--- src/rtl/reg_bank_pkg.sv ---
// Shared op encodings, FSM state enum and width defaults for the register-bank controller.
package reg_bank_pkg;

  localparam int DW_DEF = 32;
  localparam int AW_DEF = 3;

  typedef enum logic [2:0] {
    OP_ADD = 3'b000,
    OP_SUB = 3'b001,
    OP_AND = 3'b010,
    OP_OR  = 3'b011,
    OP_XOR = 3'b100,
    OP_SLL = 3'b101,
    OP_SRL = 3'b110,
    OP_RD  = 3'b111
  } op_e;

  typedef enum logic [2:0] {
    ST_IDLE,
    ST_READ,
    ST_EXEC,
    ST_WB,
    ST_RESP
  } state_e;

endpackage

--- src/rtl/rb_alu.sv ---
// Combinational ALU for the register-bank controller; zero latency, no flow control.
// Shift amount is the low 5 bits of rd2; RD passes rd1 through.
module rb_alu
  import reg_bank_pkg::*;
#(
  parameter int DW = DW_DEF
) (
  input  op_e           i_op,
  input  logic [DW-1:0] i_rd1,
  input  logic [DW-1:0] i_rd2,
  output logic [DW-1:0] o_result
);

  always_comb begin
    o_result = '0;
    case (i_op)
      OP_ADD: o_result = i_rd1 + i_rd2;
      OP_SUB: o_result = i_rd1 - i_rd2;
      OP_AND: o_result = i_rd1 & i_rd2;
      OP_OR:  o_result = i_rd1 | i_rd2;
      OP_XOR: o_result = i_rd1 ^ i_rd2;
      OP_SLL: o_result = i_rd1 << i_rd2[4:0];
      OP_SRL: o_result = i_rd1 >> i_rd2[4:0];
      OP_RD:  o_result = i_rd1;
    endcase
  end

endmodule

--- src/rtl/reg_bank_ctrl.sv ---
// Single-command register-bank sequencer: read, execute, write back, respond; response 4 cycles after accept (3 for RD).
// cmd_ready only in IDLE; the response is held stable until rsp_ready.
module reg_bank_ctrl
  import reg_bank_pkg::*;
#(
  parameter int DW = DW_DEF,
  parameter int AW = AW_DEF
) (
  input  logic          clk,
  input  logic          rst,
  input  logic          cmd_valid,
  output logic          cmd_ready,
  input  logic [2:0]    cmd_op,
  input  logic [AW-1:0] cmd_dst,
  input  logic [AW-1:0] cmd_src1,
  input  logic [AW-1:0] cmd_src2,
  output logic [AW-1:0] rb_a,
  output logic [AW-1:0] rb_b,
  input  logic [DW-1:0] rb_rd1,
  input  logic [DW-1:0] rb_rd2,
  output logic [AW-1:0] rb_c,
  output logic [DW-1:0] rb_load,
  output logic          rb_we,
  output logic          rsp_valid,
  input  logic          rsp_ready,
  output logic [DW-1:0] rsp_data,
  output logic          rsp_zero
);

  state_e        r_state;
  state_e        w_next;
  op_e           r_op;
  logic [AW-1:0] r_dst;
  logic [AW-1:0] r_a;
  logic [AW-1:0] r_b;
  logic [AW-1:0] r_c;
  logic [DW-1:0] r_load;
  logic [DW-1:0] r_result;
  logic [DW-1:0] w_alu;
  logic          w_accept;

  rb_alu #(.DW(DW)) u_alu (
    .i_op     (r_op),
    .i_rd1    (rb_rd1),
    .i_rd2    (rb_rd2),
    .o_result (w_alu)
  );

  always_ff @(posedge clk) begin
    if (rst) r_state <= ST_IDLE;
    else     r_state <= w_next;
  end

  // Handshake outputs are masked during reset so nothing is accepted or written while rst is high.
  always_comb begin
    w_next    = r_state;
    cmd_ready = 1'b0;
    rsp_valid = 1'b0;
    rb_we     = 1'b0;
    case (r_state)
      ST_IDLE: begin
        cmd_ready = !rst;
        if (cmd_valid) w_next = ST_READ;
      end
      ST_READ: w_next = ST_EXEC;
      ST_EXEC: w_next = (r_op == OP_RD) ? ST_RESP : ST_WB;
      ST_WB: begin
        rb_we  = !rst;
        w_next = ST_RESP;
      end
      ST_RESP: begin
        rsp_valid = !rst;
        if (rsp_ready) w_next = ST_IDLE;
      end
      default: w_next = ST_IDLE;
    endcase
  end

  assign w_accept = cmd_valid && cmd_ready;

  always_ff @(posedge clk) begin
    if (rst) begin
      r_op     <= OP_ADD;
      r_dst    <= '0;
      r_a      <= '0;
      r_b      <= '0;
      r_c      <= '0;
      r_load   <= '0;
      r_result <= '0;
    end else begin
      if (w_accept) begin
        r_op  <= op_e'(cmd_op);
        r_dst <= cmd_dst;
        r_a   <= cmd_src1;
        r_b   <= cmd_src2;
      end
      if (r_state == ST_EXEC) begin
        r_result <= w_alu;
        if (r_op != OP_RD) begin
          r_c    <= r_dst;
          r_load <= w_alu;
        end
      end
    end
  end

  assign rb_a     = r_a;
  assign rb_b     = r_b;
  assign rb_c     = r_c;
  assign rb_load  = r_load;
  assign rsp_data = r_result;
  assign rsp_zero = (r_result == '0);

endmodule

--- config.mk ---
export PLATFORM = sky130hd
export DESIGN_NAME = reg_bank_ctrl
export DESIGN_NICKNAME = d
export VERILOG_FILES = /design/src/rtl/reg_bank_pkg.sv /design/src/rtl/rb_alu.sv /design/src/rtl/reg_bank_ctrl.sv
export SDC_FILE = /design/constraint.sdc
export NUM_CORES = 1
export LEC_CHECK = 0
export ABC_CLOCK_PERIOD_IN_PS = 5900
export BUFFER_PORTS_ARGS = -buffer_cell sky130_fd_sc_hd__buf_2
export CAP_MARGIN = 0
export CORE_ASPECT_RATIO = 2
export CORE_UTILIZATION = 50
export DETAILED_ROUTE_END_ITERATION = 7
export PLACE_DENSITY = 0.71
export SETUP_SLACK_MARGIN = 0.1
export SYNTH_ARGS = -nofsm -noshare
export SYNTH_HDL_FRONTEND = slang
export SYNTH_SLANG_ARGS = --single-unit
--- constraint.sdc ---
create_clock -name clk -period 5.9 [get_ports clk]
set_input_delay 1.18 -clock clk [delete_from_list [all_inputs] [get_ports clk]]
set_output_delay 1.18 -clock clk [all_outputs]
set_load 0.01 [all_outputs]
; ---- Word-level counts from Yosys, hierarchy flattened
; Index checks and enable logic that the tools add are counted.
[totals]
regBits = 82
inputBits = 80
output_inout_bits = 77
elab_cells = 44
[op_classes]
addsub = 2
n_eq_ne = 14
n_shift = 2
mux = 8
n_bitwise = 3
reduce_logical = 7
[ops]
columns = cell, count
row1 = 32-bit one-hot mux with 8 select lines, 1
row2 = 32-bit adder, 1
row3 = 32-bit bitwise AND, 1
row4 = 32-bit logical NOT, 1
row5 = 32-bit OR, 1
row6 = 32-bit by 5-bit << shifter with 32-bit output, 1
row7 = 32-bit by 5-bit right shift with 32-bit output, 1
row8 = 32-bit subtractor, 1
row9 = 32-bit XOR, 1
row10 = "3-bit equality test, second input constant", 5
row11 = 3-bit one-hot mux with 5 select lines, 1
row12 = "3-bit by 2-bit equality test with 1-bit output, second input constant", 4
row13 = 3-bit two-way mux, 3
row14 = "3-bit by 1-bit equality test with 1-bit output, second input constant", 2
row15 = 3-bit logical NOT, 2
row16 = "2-bit inequality test, second input constant", 2
row17 = 2-bit AND reduction, 2
row18 = 1-bit two-way mux, 3
row19 = "3-bit inequality test, second input constant", 1
row20 = 1-bit logical AND, 1
row21 = 1-bit logical NOT, 1

; ---- Logic depth before layout (Yosys ltp)
; Gate-level depths: netlist of run 1.
[depth]
depth_word = 3
ltp_mapped = 22
ltp_nobuf = 18

; ---- Modules after synthesis
; From an unflattened synthesis of run 1, not the netlist that was laid out.
[unflattened]
hier_cells = 1407
area_unflattened_um2 = 10966.8
[by_module_without_submodules]
columns = mod, instances, cells_per_inst, area_per_inst_um2, seq_area_each_um2
row1 = rb_alu, 1, 1038, 7778.7, 0.0
row2 = reg_bank_ctrl, 1, 369, 3188.1, 1641.6

; ---- Least setup slack after synthesis of run 1
; No wires, ideal clock.
[synth_path]
path_type = input to register
from = in rb_rd2[0]
to = reg r_result[30] (netlist: rsp_data[30])
setup_time_ns = 0.138
arrival_time_ns = 5.105
t_required_ns = 5.762
setup_slack_ns = 0.658
path_stages = 22
cell_sequence = buf_2 > buf_2 > buf_4 > inv_1 > ha_1 > nand3_1 > nor2_1 > nand3_1 > or3_1 > nor3_2 > a21oi_1 > xnor2_1 > ha_1 > clkbuf_1 > nand4_1 > o31ai_1 > a31oi_1 > nor2b_1 > o21a_1 > or4_1 > a31oi_1 > a211oi_1
[synth_between]
elab_chain_cells = 2
[synth_lines]
columns = item, line
row1 = start: declaration, reg_bank_ctrl.sv:20  ; input logic [DW-1:0] rb_rd2,
row2 = 32-bit subtractor (tied with other cells), rb_alu.sv:18  ; OP_SUB: o_result = i_rd1 - i_rd2;
row3 = 32-bit one-hot mux with 8 select lines (*), rb_alu.sv:16  ; case (i_op)
row4 = end signal: assignment, reg_bank_ctrl.sv:98  ; r_result <= w_alu;
row5 = end: declaration, reg_bank_ctrl.sv:38  ; logic [DW-1:0] r_result;
; Every way passes the cells marked *; elsewhere a longest branch is shown, timed or not.
; A chain may end at the register's enable or synchronous reset.

; ---- Worst setup path after layout of run 1
[layout_path]
from = in rb_rd2[0]
to = reg r_result[25] (netlist: rsp_data[25])
; Same word-level chain as after synthesis.

==> results.ini, run 1 <==
[placed_design]
hpwl_um = 36000
pre_cts_ws_ps = 278
place.gp.congestion = 1.04
placed_area_um2 = 11700
port_buffers = 156

[sta]
maxSlewHeadroom = 0.343
grt_setup_unrepaired = no
setup_slack_ps = 477
finalSetupViolations = 0
max_freq_mhz = 184
period_share = 0.919
fin_skew_ps = 8.28
tightest_slew_ps = 985
hold_violations = 0
period_needed_ps = 5420
tns_ps = 0
slew_viol_final = 0

[detailed_routing]
routed_wl_um = 45500
postRouteAntennaNets = 0
drt-initial-drc-count = 1123
drc = 0
viasPerCell = 6.76
drt_pass1_iterations = 5
vias = 12000
wl_per_cell_um = 25.7

[cells_and_area]
drive_above_1_share = 0.198
areaGrowthSynthToFinish_pct = 12.8
nets = 1678
final_util = 0.573
final_area_um2 = 12000

[clocking]
root_buffer = clkbuf_16
cts.sinks = 82
path_clk_slew_ps = 60
ctsResizeCount = 0
clock_latency_ps = 350
hold_buffers = 0
cts_tree = yes
cts_setup_buffers = 0
clk_path_buf_depth = 2
htree_num_levels = 3
cts-buffers-inserted = 9

[power]
p_sw_uw = 1160
pwr-share-comb = 0.536
pwr-share-clk = 0.219
power_uw = 2610
leakagePower_uw = 0.00516
powerDensity_nw_per_um2 = 218
vdd_ir_drop_max_v = 0.000245
power.share.switching = 0.444
intPower_uw = 1450
p_seq_frac = 0.246

[synthesis]
syn_inst = 1389
synth.ff_latch_count = 82
async_flop_share = 0
yosysWarnings = 0
netlist_area_um2 = 10600
synth_edf_count = 0
yosysSeqAreaShare = 0.154
ys_types = 78
syn_nets = 1567
syn_area_per_cell_um2 = 7.65
synth_ff_type = dfxtp_1

[global_routing]
grt_pass1_wl_um = 67800
grt_pass1_vias = 11600
antenna_found_initial = 1
grt_max_degree = 78
grt_usage = 0.412
grt_overflow = 0

[status]
status = complete, no violations

[flow_run]
drv_cap = 0

[worst_setup_path]
crit_fanout = 10
rr_endpoint = rsp_data[12]
crit_path_start_kind = input pin
critPathKind = in -> reg
cp.arrival_ps = 5610
crit_required_ps = 6090
reg2reg_slack_ps = 1240
r2r-start = r_op[2]
cp-end-kind = register
rr_worst_depth = 14

[floorplan]
die-area_um2 = 21900
initial_core_util = 0.508
core_area_um2 = 20900
num_rows = 75
die_h_um = 208
num_io_pins = 157
fp.dieW_um = 105

[min_path]
holdPathStages = 2
min_delay_worst_endpoint = rb_c[2]
min_from = r_dst[2]
hp-class = reg -> reg

cell usage after synthesis (6+ instances only):
master / instances / share of area
nor3_1: 36 / 0.017
a311oi_1: 6 / 0.0049
a211oi_1: 56 / 0.040
clkbuf_1: 74 / 0.026
a221oi_1: 12 / 0.0099
mux2i_1: 52 / 0.049
a221o_1: 7 / 0.0066
o31ai_1: 10 / 0.0071
o21a_1: 8 / 0.0057
inv_1: 67 / 0.024
and2_1: 6 / 0.0035
buf_2: 17 / 0.0080
nand3_1: 18 / 0.0085
nand2b_1: 10 / 0.0059
o21ai_0: 68 / 0.032
nand3b_1: 17 / 0.012
xnor2_1: 42 / 0.035
dfxtp_1: 82 / 0.15
nand2_1: 146 / 0.052
a21o_1: 11 / 0.0078
a22o_1: 6 / 0.0049
a22oi_1: 21 / 0.015
mux2_2: 15 / 0.016
mux4_2: 49 / 0.10
a21oi_1: 96 / 0.045
a31oi_1: 14 / 0.0082
and3_1: 11 / 0.0065
o221ai_1: 7 / 0.0058
xor2_1: 10 / 0.0082
o211ai_1: 28 / 0.020
ha_1: 97 / 0.11
nand4_1: 14 / 0.0082
nor2_1: 179 / 0.063
o22ai_1: 10 / 0.0059
nor4_1: 15 / 0.0088
how the worst max path moves through the flow:
stage | to | from | cells after the start | slack [ps]
5_1_grt | rb_load[25] | rb_rd2[0] | 19 | 190
6_report | rsp_data[25] | rb_rd2[0] | 19 | 480
4_1_cts | rsp_data[25] | rb_rd2[0] | 19 | 630
2_1_floorplan | rsp_data[30] | rb_rd2[0] | 22 | 660
3_5_place_dp | rb_load[25] | rb_rd2[0] | 19 | 280
3_3_place_gp | rsp_data[23] | rb_rd2[0] | 18 | 530
cell families after synthesis:
logic type	Yosys count	synth area share
compound gates	394	0.249
xor+xnor	52	0.0429
fa+ha+maj	98	0.116
buf+inv	170	0.0643
flops	82	0.154
mux	116	0.169
simple gates	477	0.204
state kept, by name, indices dropped and copies added, names as in the netlist:
name      cells
rb_load      32
rsp_data     32
r_dst         3
r_op          3
r_state       3
rb_a          3
rb_b          3
rb_c          3
stage by stage:
| step | hold WS, ps | std cells |
|---|---|---|
| floorplan | 432 | 1389 |
| global route | 473 | 1774 |
| detailed placement | 446 | 1758 |
| finish | 452 | 1775 |
| global placement | 439 | 1758 |
| CTS | 455 | 1774 |
cell usage in the layout (no fill, tap or decap), types with 5 or more instances in the layout:
cell type	synthesis	final
o22ai_1	10	10
a22oi_1	21	21
mux2_2	15	15
and3_1	11	10
nor3_1	36	36
a21oi_1	96	96
nand4_1	14	14
a211oi_1	56	56
a221o_1	7	7
and2_1	6	5
xnor2_1	42	42
inv_1	67	67
nand3_1	18	18
nand2b_1	10	10
o221ai_1	7	7
dfxtp_1	82	82
a22o_1	6	6
a221oi_1	12	12
buf_4	4	46
mux4_2	49	49
o21a_1	8	8
o31ai_1	10	10
o211ai_1	28	28
nand3b_1	17	17
buf_2	17	155
clkbuf_16	0	9
mux2i_1	52	52
a21o_1	11	11
o21ai_0	68	68
a31oi_1	14	14
a311oi_1	6	6
nor2_1	179	177
xor2_1	10	10
nor4_1	15	15
ha_1	97	97
nand2_1	146	146
layer usage:
metal  share of wire  track usage  vias up
met5               0            0        -
met4           0.099        0.362        0
met3           0.071       0.0580      209
met2            0.50        0.722      683
met1            0.33        0.423     5731
li1                -            -     5377
critical path, stage by stage:
cell	delay, ps
buf_4	110
inv_1	110
ha_1	230
nand3_1	130
nor2_1	340
nand3_1	250
or3_1	470
nor3_2	250
a21oi_1	110
xnor2_1	170
ha_1	400
a21oi_1	350
o21ai_0	240
a21oi_1	210
nor3_1	70
a2111oi_0	430
nand2_1	100
a211oi_1	330
a211oi_1	130
power by group through the flow:
stage	sequential, uW	combinational (uW)	clock (uW)
after global placement	652	1350	0
after global routing	646	1490	596
after CTS	641	1360	577
after detailed placement	653	1360	0
final	641	1400	571
after floorplan	664	844	0
area by class of cell:
cell class / count / area, um2
fillers: 2101 / 8940
multi-input cells: 1137 / 8320
flip-flops and latches: 82 / 1640
repair buffers: 201 / 1120
well taps: 269 / 337
inverters: 69 / 259
clock buffers: 10 / 229
clock inverters: 6 / 75.1
diodes: 1 / 2.50
Note: power is estimated with default switching activity, not from simulation.
==> inputs of run 2 (changes only) <==
--- a/config.mk
+++ b/config.mk
@@ -12,6 +12,7 @@
 export CORE_UTILIZATION = 50
 export DETAILED_ROUTE_END_ITERATION = 7
 export PLACE_DENSITY = 0.71
+export REMOVE_ABC_BUFFERS = 1
 export SETUP_SLACK_MARGIN = 0.1
 export SYNTH_ARGS = -nofsm -noshare
 export SYNTH_HDL_FRONTEND = slang
==> run 2 against run 1 <==
Effect of this change: the flow now finishes with violations (max-capacitance violations, max-slew violations); combinational power hardly changed; via count did not move; non-clock buffer count shrank 7; critical path type unchanged; largest power group unchanged.
==> results.ini, run 2 (synthesis results as in run 1) <==
[worst_setup_path]
crit_buf_inv = 2
crit_end = rsp_data[27]
cp-end-kind = register
rr_endpoint = rsp_data[13]
crit_path_cell_trace = buf_4 > buf_4 > nor3_1 > nor2_1 > xnor2_1 > ha_1 > o211ai_1 > a21oi_1 > o221ai_1 > o21a_1 > a211oi_1 > mux2i_1 > a211oi_1 > a211oi_1
critPathKind = in -> reg
slowest_stage = nor3_1
rr_worst_depth = 14
crit_path_start_kind = input pin
crit_top_cell = a211oi_1
crit_family = compound AO/OA/AOI/OAI gates
crit_fanout = 33
cp.arrival_ps = 5370
r2r-start = r_op[2]
crit_required_ps = 6090
cp.depth = 14
critPathLaunch = rb_rd2[0]
slowest_delay_ps = 780
reg2reg_slack_ps = 1370

[clocking]
hold_buffers = 0
clk_path_buf_depth = 2
cts.sinks = 82
cts_setup_buffers = 0
clock_latency_ps = 350
cts_tree = yes
path_clk_slew_ps = 70
htree_num_levels = 3
ctsResizeCount = 0
cts-buffers-inserted = 9
root_buffer = clkbuf_16

[sta]
grt_setup_unrepaired = no
period_share = 0.878
hold_violations = 0
fin_hold_ws_ps = 458
tightest_slew_ps = 1610
slew_viol_final = 2
tns_ps = 0
maxSlewHeadroom = -0.0828
max_freq_mhz = 193
fin_skew_ps = 8.97
period_needed_ps = 5180
finalSetupViolations = 0

[min_path]
hp-class = reg -> reg

[detailed_routing]
viasPerCell = 6.79
drt-initial-drc-count = 980
routed_wl_um = 48700
vias = 12000
wl_per_cell_um = 27.6
postRouteAntennaNets = 0
drt_pass1_iterations = 6
drc = 0

[cells_and_area]
fillers = 2051
final_cell_mix = nor2_1, buf_2, nand2_1
diodes = 0
areaGrowthSynthToFinish_pct = 12.1
drive_above_1_share = 0.194
final_common_cell = nor2_1
nets = 1671

[placed_design]
port_buffers = 156
place.gp.congestion = 1.09
hpwl_um = 38100

[floorplan]
initial_core_util = 0.508
die_h_um = 208
fp.dieW_um = 105
num_io_pins = 157
core_area_um2 = 20900
num_rows = 75
die-area_um2 = 21900

[power]
vdd_ir_drop_max_v = 0.000202
powerDensity_nw_per_um2 = 219
leakagePower_uw = 0.00512

[global_routing]
grt_pass1_wl_um = 71600
grt_max_degree = 65
grt_overflow = 0
antenna_found_initial = 0
grt_usage = 0.445
grt_pass1_vias = 11600

[flow_run]
drv_cap = 1

[status]
violations = max-capacitance violations, max-slew violations
status = complete, but fails checks

-- run 2: cell types whose count changed in the layout (fill, tap and decap cells not counted), sizes merged --
cell,previous run,this run
bufinv,1,0
clkbuf,10,9
clkinvlp,1,2
diode,1,0
clkinv,4,3
buf,201,194
inv,69,71
-- run 2: worst register-to-register path, delay by kind of cell, from the launching register on --
| family | cells | cell delay [ps] |
|---|---|---|
| compound gates | 3 | 950 |
| xor+xnor | 2 | 670 |
| fa+ha+maj | 1 | 380 |
| buf+inv | 1 | 280 |
| flops | 1 | 340 |
| simple gates | 7 | 1790 |
-- run 2: worst min-delay path by stage --
stage	startpoint	to	slack [ps]	cells past startpoint
CTS	r_dst[1]	rb_c[1]	460	2
detailed placement	r_dst[1]	rb_c[1]	450	2
global route	rb_c[1]	rb_c[1]	480	2
global placement	r_dst[1]	rb_c[1]	440	2
finish	r_dst[1]	rb_c[1]	460	2
floorplan	r_dst[0]	rb_c[0]	430	2
-- run 2: area by class of cell --
type | instances | area [um2] | share of cell area
Sequential cell | 82 | 1640 | 0.138
Timing Repair Buffer | 194 | 1070 | 0.0897
Multi-Input combinational cell | 1137 | 8330 | 0.699
Tap cell | 269 | 337 | 0.0282
Clock inverter | 7 | 57.6 | 0.00483
Inverter | 69 | 259 | 0.0217
Clock buffer | 9 | 225 | 0.0189
-- run 2: per-stage QoR --
step	setup slack, ps	cell area, um2	total power [uW]	util	cells
global route	566	11900	2720	0.569	1767
floorplan	903	10200	1460	-	1288
global placement	488	11600	2020	0.556	1751
CTS	834	11900	2570	0.569	1767
detailed placement	470	11600	2030	0.556	1751
finish	722	11900	2610	0.569	1767
-- run 2: report_power, final --
part	total (uW)	internal (uW)	switching, uW	leakage, uW
sequential	641	603	37.1	0.000670
combinational	1430	507	922	0.00431
clock	544	292	252	0.000135
total	2610	1400	1210	0.00512
-- run 2: routing by layer --
layer / up-vias / track usage / wire (um)
li1: 5374 / - / -
met1: 5691 / 0.424 / 15500
met2: 667 / 0.749 / 23400
met3: 268 / 0.105 / 3800
met4: 0 / 0.469 / 6030
met5: - / 0 / 0
==> inputs of run 3 (changes only) <==
--- a/config.mk
+++ b/config.mk
@@ -5,7 +5,7 @@
 export SDC_FILE = /design/constraint.sdc
 export NUM_CORES = 1
 export LEC_CHECK = 0
-export ABC_CLOCK_PERIOD_IN_PS = 5900
+export ABC_CLOCK_PERIOD_IN_PS = 6100
 export BUFFER_PORTS_ARGS = -buffer_cell sky130_fd_sc_hd__buf_2
 export CAP_MARGIN = 0
 export CORE_ASPECT_RATIO = 2
@@ -16,4 +16,5 @@
 export SETUP_SLACK_MARGIN = 0.1
 export SYNTH_ARGS = -nofsm -noshare
 export SYNTH_HDL_FRONTEND = slang
+export SYNTH_HIERARCHICAL = 1
 export SYNTH_SLANG_ARGS = --single-unit
==> constraint.sdc (replaced) <==
create_clock -name clk -period 6.1 [get_ports clk]
set_input_delay 1.22 -clock clk [delete_from_list [all_inputs] [get_ports clk]]
set_output_delay 1.22 -clock clk [all_outputs]
set_load 0.01 [all_outputs]
==> run 3 against run 2 <==
Effect of this change: the run now ends clean; largest power group unchanged; largest cell class unchanged; highest routed layer is now met5; combinational power is 4% lower; die area grew 3.2%; register-to-register slack worse by 290 ps; global-route usage is 4.9 points lower; critical endpoint is now rb_load[30]; clock skew decreased by 2.0 ps; critical path depth increased by 5; utilization is 0.063 points lower.
==> results.ini, run 3 <==
[global_routing]
grt_overflow = 0
grt_pass1_wl_um = 67300
grt_max_degree = 77
grt_usage = 0.396
antenna_found_initial = 2
grt_pass1_vias = 11400

[synthesis]
yosysWarnings = 6
synthTopCellsByArea = dfxtp_1, mux4_2, ha_1
async_flop_share = 0
synth_common_cells = a21oi_1, nand2_1, nor2_1, o21ai_0, ha_1
synth_edf_count = 0
syn_area_per_cell_um2 = 7.79
synth_ff_type = dfxtp_1
netlist_area_um2 = 11000
yosys.area.top_type = dfxtp_1
ys_types = 80
synth.ff_latch_count = 82
yosysSeqAreaShare = 0.150
synth_most_common_cell = a21oi_1
syn_inst = 1407
yosys.area.top_type_share = 0.150

[clocking]
clk_path_buf_depth = 2
cts-buffers-inserted = 9
cts_tree = yes
clock_latency_ps = 350
htree_num_levels = 3
path_clk_slew_ps = 70
hold_buffers = 0
root_buffer = clkbuf_16
cts.sinks = 82

[worst_setup_path]
cp.arrival_ps = 5820
crit_path_start_kind = input pin
crit_family = simple AND/OR/NAND/NOR gates
critPathKind = in -> reg
slowest_stage = or4_4
crit_required_ps = 6300
crit_fanout = 8
cp-end-kind = register
slowest_delay_ps = 550
crit_buf_inv = 3
crit_path_cell_trace = buf_2 > or4_4 > or3_4 > nor4_4 > buf_4 > nand3_1 > nand2_1 > xnor2_1 > ha_1 > a21oi_1 > o21ai_0 > a2111oi_2 > nor4b_1 > a2111oi_0 > buf_4 > mux2i_1 > o2111ai_1 > nand3_1 > a21oi_1

[sta]
tightest_slew_ps = 1190
max_freq_mhz = 178
period_share = 0.921
period_needed_ps = 5620
fin_hold_ws_ps = 467
finalSetupViolations = 0
tns_ps = 0
slew_viol_final = 0
hold_violations = 0
fin_skew_ps = 6.98
grt_setup_unrepaired = no
maxSlewHeadroom = 0.206

[detailed_routing]
drt_pass1_iterations = 8
drt-initial-drc-count = 1355
postRouteAntennaNets = 0
met3_length_um = 2890
drc = 0
viasPerCell = 6.71
routed.top_layer = met5
wl_met2_um = 22300
wl_met1_um = 15900
wl_per_cell_um = 25.2
routed_wl_um = 44800
vias = 11900

[cells_and_area]
nets = 1677
final_common_cell = buf_2
areaGrowthSynthToFinish_pct = 11.5
final_cell_mix = buf_2, a21oi_1, nand2_1
drive_above_1_share = 0.202

[floorplan]
fp.dieW_um = 107
num_io_pins = 157
initial_core_util = 0.510
die_h_um = 211
core_area_um2 = 21500
die-area_um2 = 22600
num_rows = 76

[placed_design]
port_buffers = 156
place.gp.congestion = 1.06
hpwl_um = 34200

[power]
vdd_ir_drop_max_v = 0.000212
leakagePower_uw = 0.00525
power_uw = 2540
powerDensity_nw_per_um2 = 208

[flow_run]
drv_cap = 0

[status]
status = complete, no violations

[min_path]
hp-class = reg -> reg

==> run 3: where the power goes <==
group	leakage, uW	internal (uW)	switching (uW)
logic	0.00443	513	857
registers	0.000668	578	30.6
clock network	0.000149	323	237
==> run 3: worst paths after layout <==
kind / to / cells past startpoint / startpoint / slack (ps)
max: rb_load[30] / 19 / rb_rd2[10] / 480
min: rb_c[2] / 2 / r_dst[2] / 470
max reg2reg: rb_load[16] / 16 / r_op[1] / 1080
min reg2reg: rb_c[2] / 2 / r_dst[2] / 470
==> run 3: timing repair <==
item,4_1_cts,5_1_grt
hold endpoints to repair,0,0
setup buffers,0,0
endpoints found under the setup margin,0,2
gates resized for setup,0,1
==> run 3: through the flow <==
step	std cells	cell area (um2)	setup WS (ps)	util
floorplan	1293	10500	501	-
global placement	1761	11900	194	0.554
detailed placement	1761	11900	104	0.554
CTS	1777	12200	450	0.568
global route	1778	12200	151	0.569
finish	1778	12200	482	0.569
==> run 3: worst min-delay path, stage by stage, from the launching register on <==
cell,delay (ps)
dfxtp_1,310
nand3_1,60
a21oi_1,50
==> run 3: logic make-up after synthesis <==
group	after synthesis	synth area share
AOI/OAI and AO/OA	413	0.240
buffers and inverters	186	0.0686
DFF	82	0.150
xor gates and xnor gates	49	0.0391
and+or+nand+nor	432	0.189
adders and majority gates	98	0.112
muxes	147	0.201
==> run 3: cell type report <==
cell class / count / area (um2)
diodes: 1 / 2.50
inverters: 72 / 270
well taps: 273 / 342
fillers: 2090 / 9270
multi-input cells: 1139 / 8580
flip-flops and latches: 82 / 1640
repair buffers: 195 / 1080
clock inverters: 7 / 80.1
clock buffers: 9 / 225
==> run 3: layer usage <==
layer  track usage  vias up
li1              -     5384
met1         0.431     5724
met2         0.683      634
met3        0.0520      191
met4         0.308        2
met5             0        -
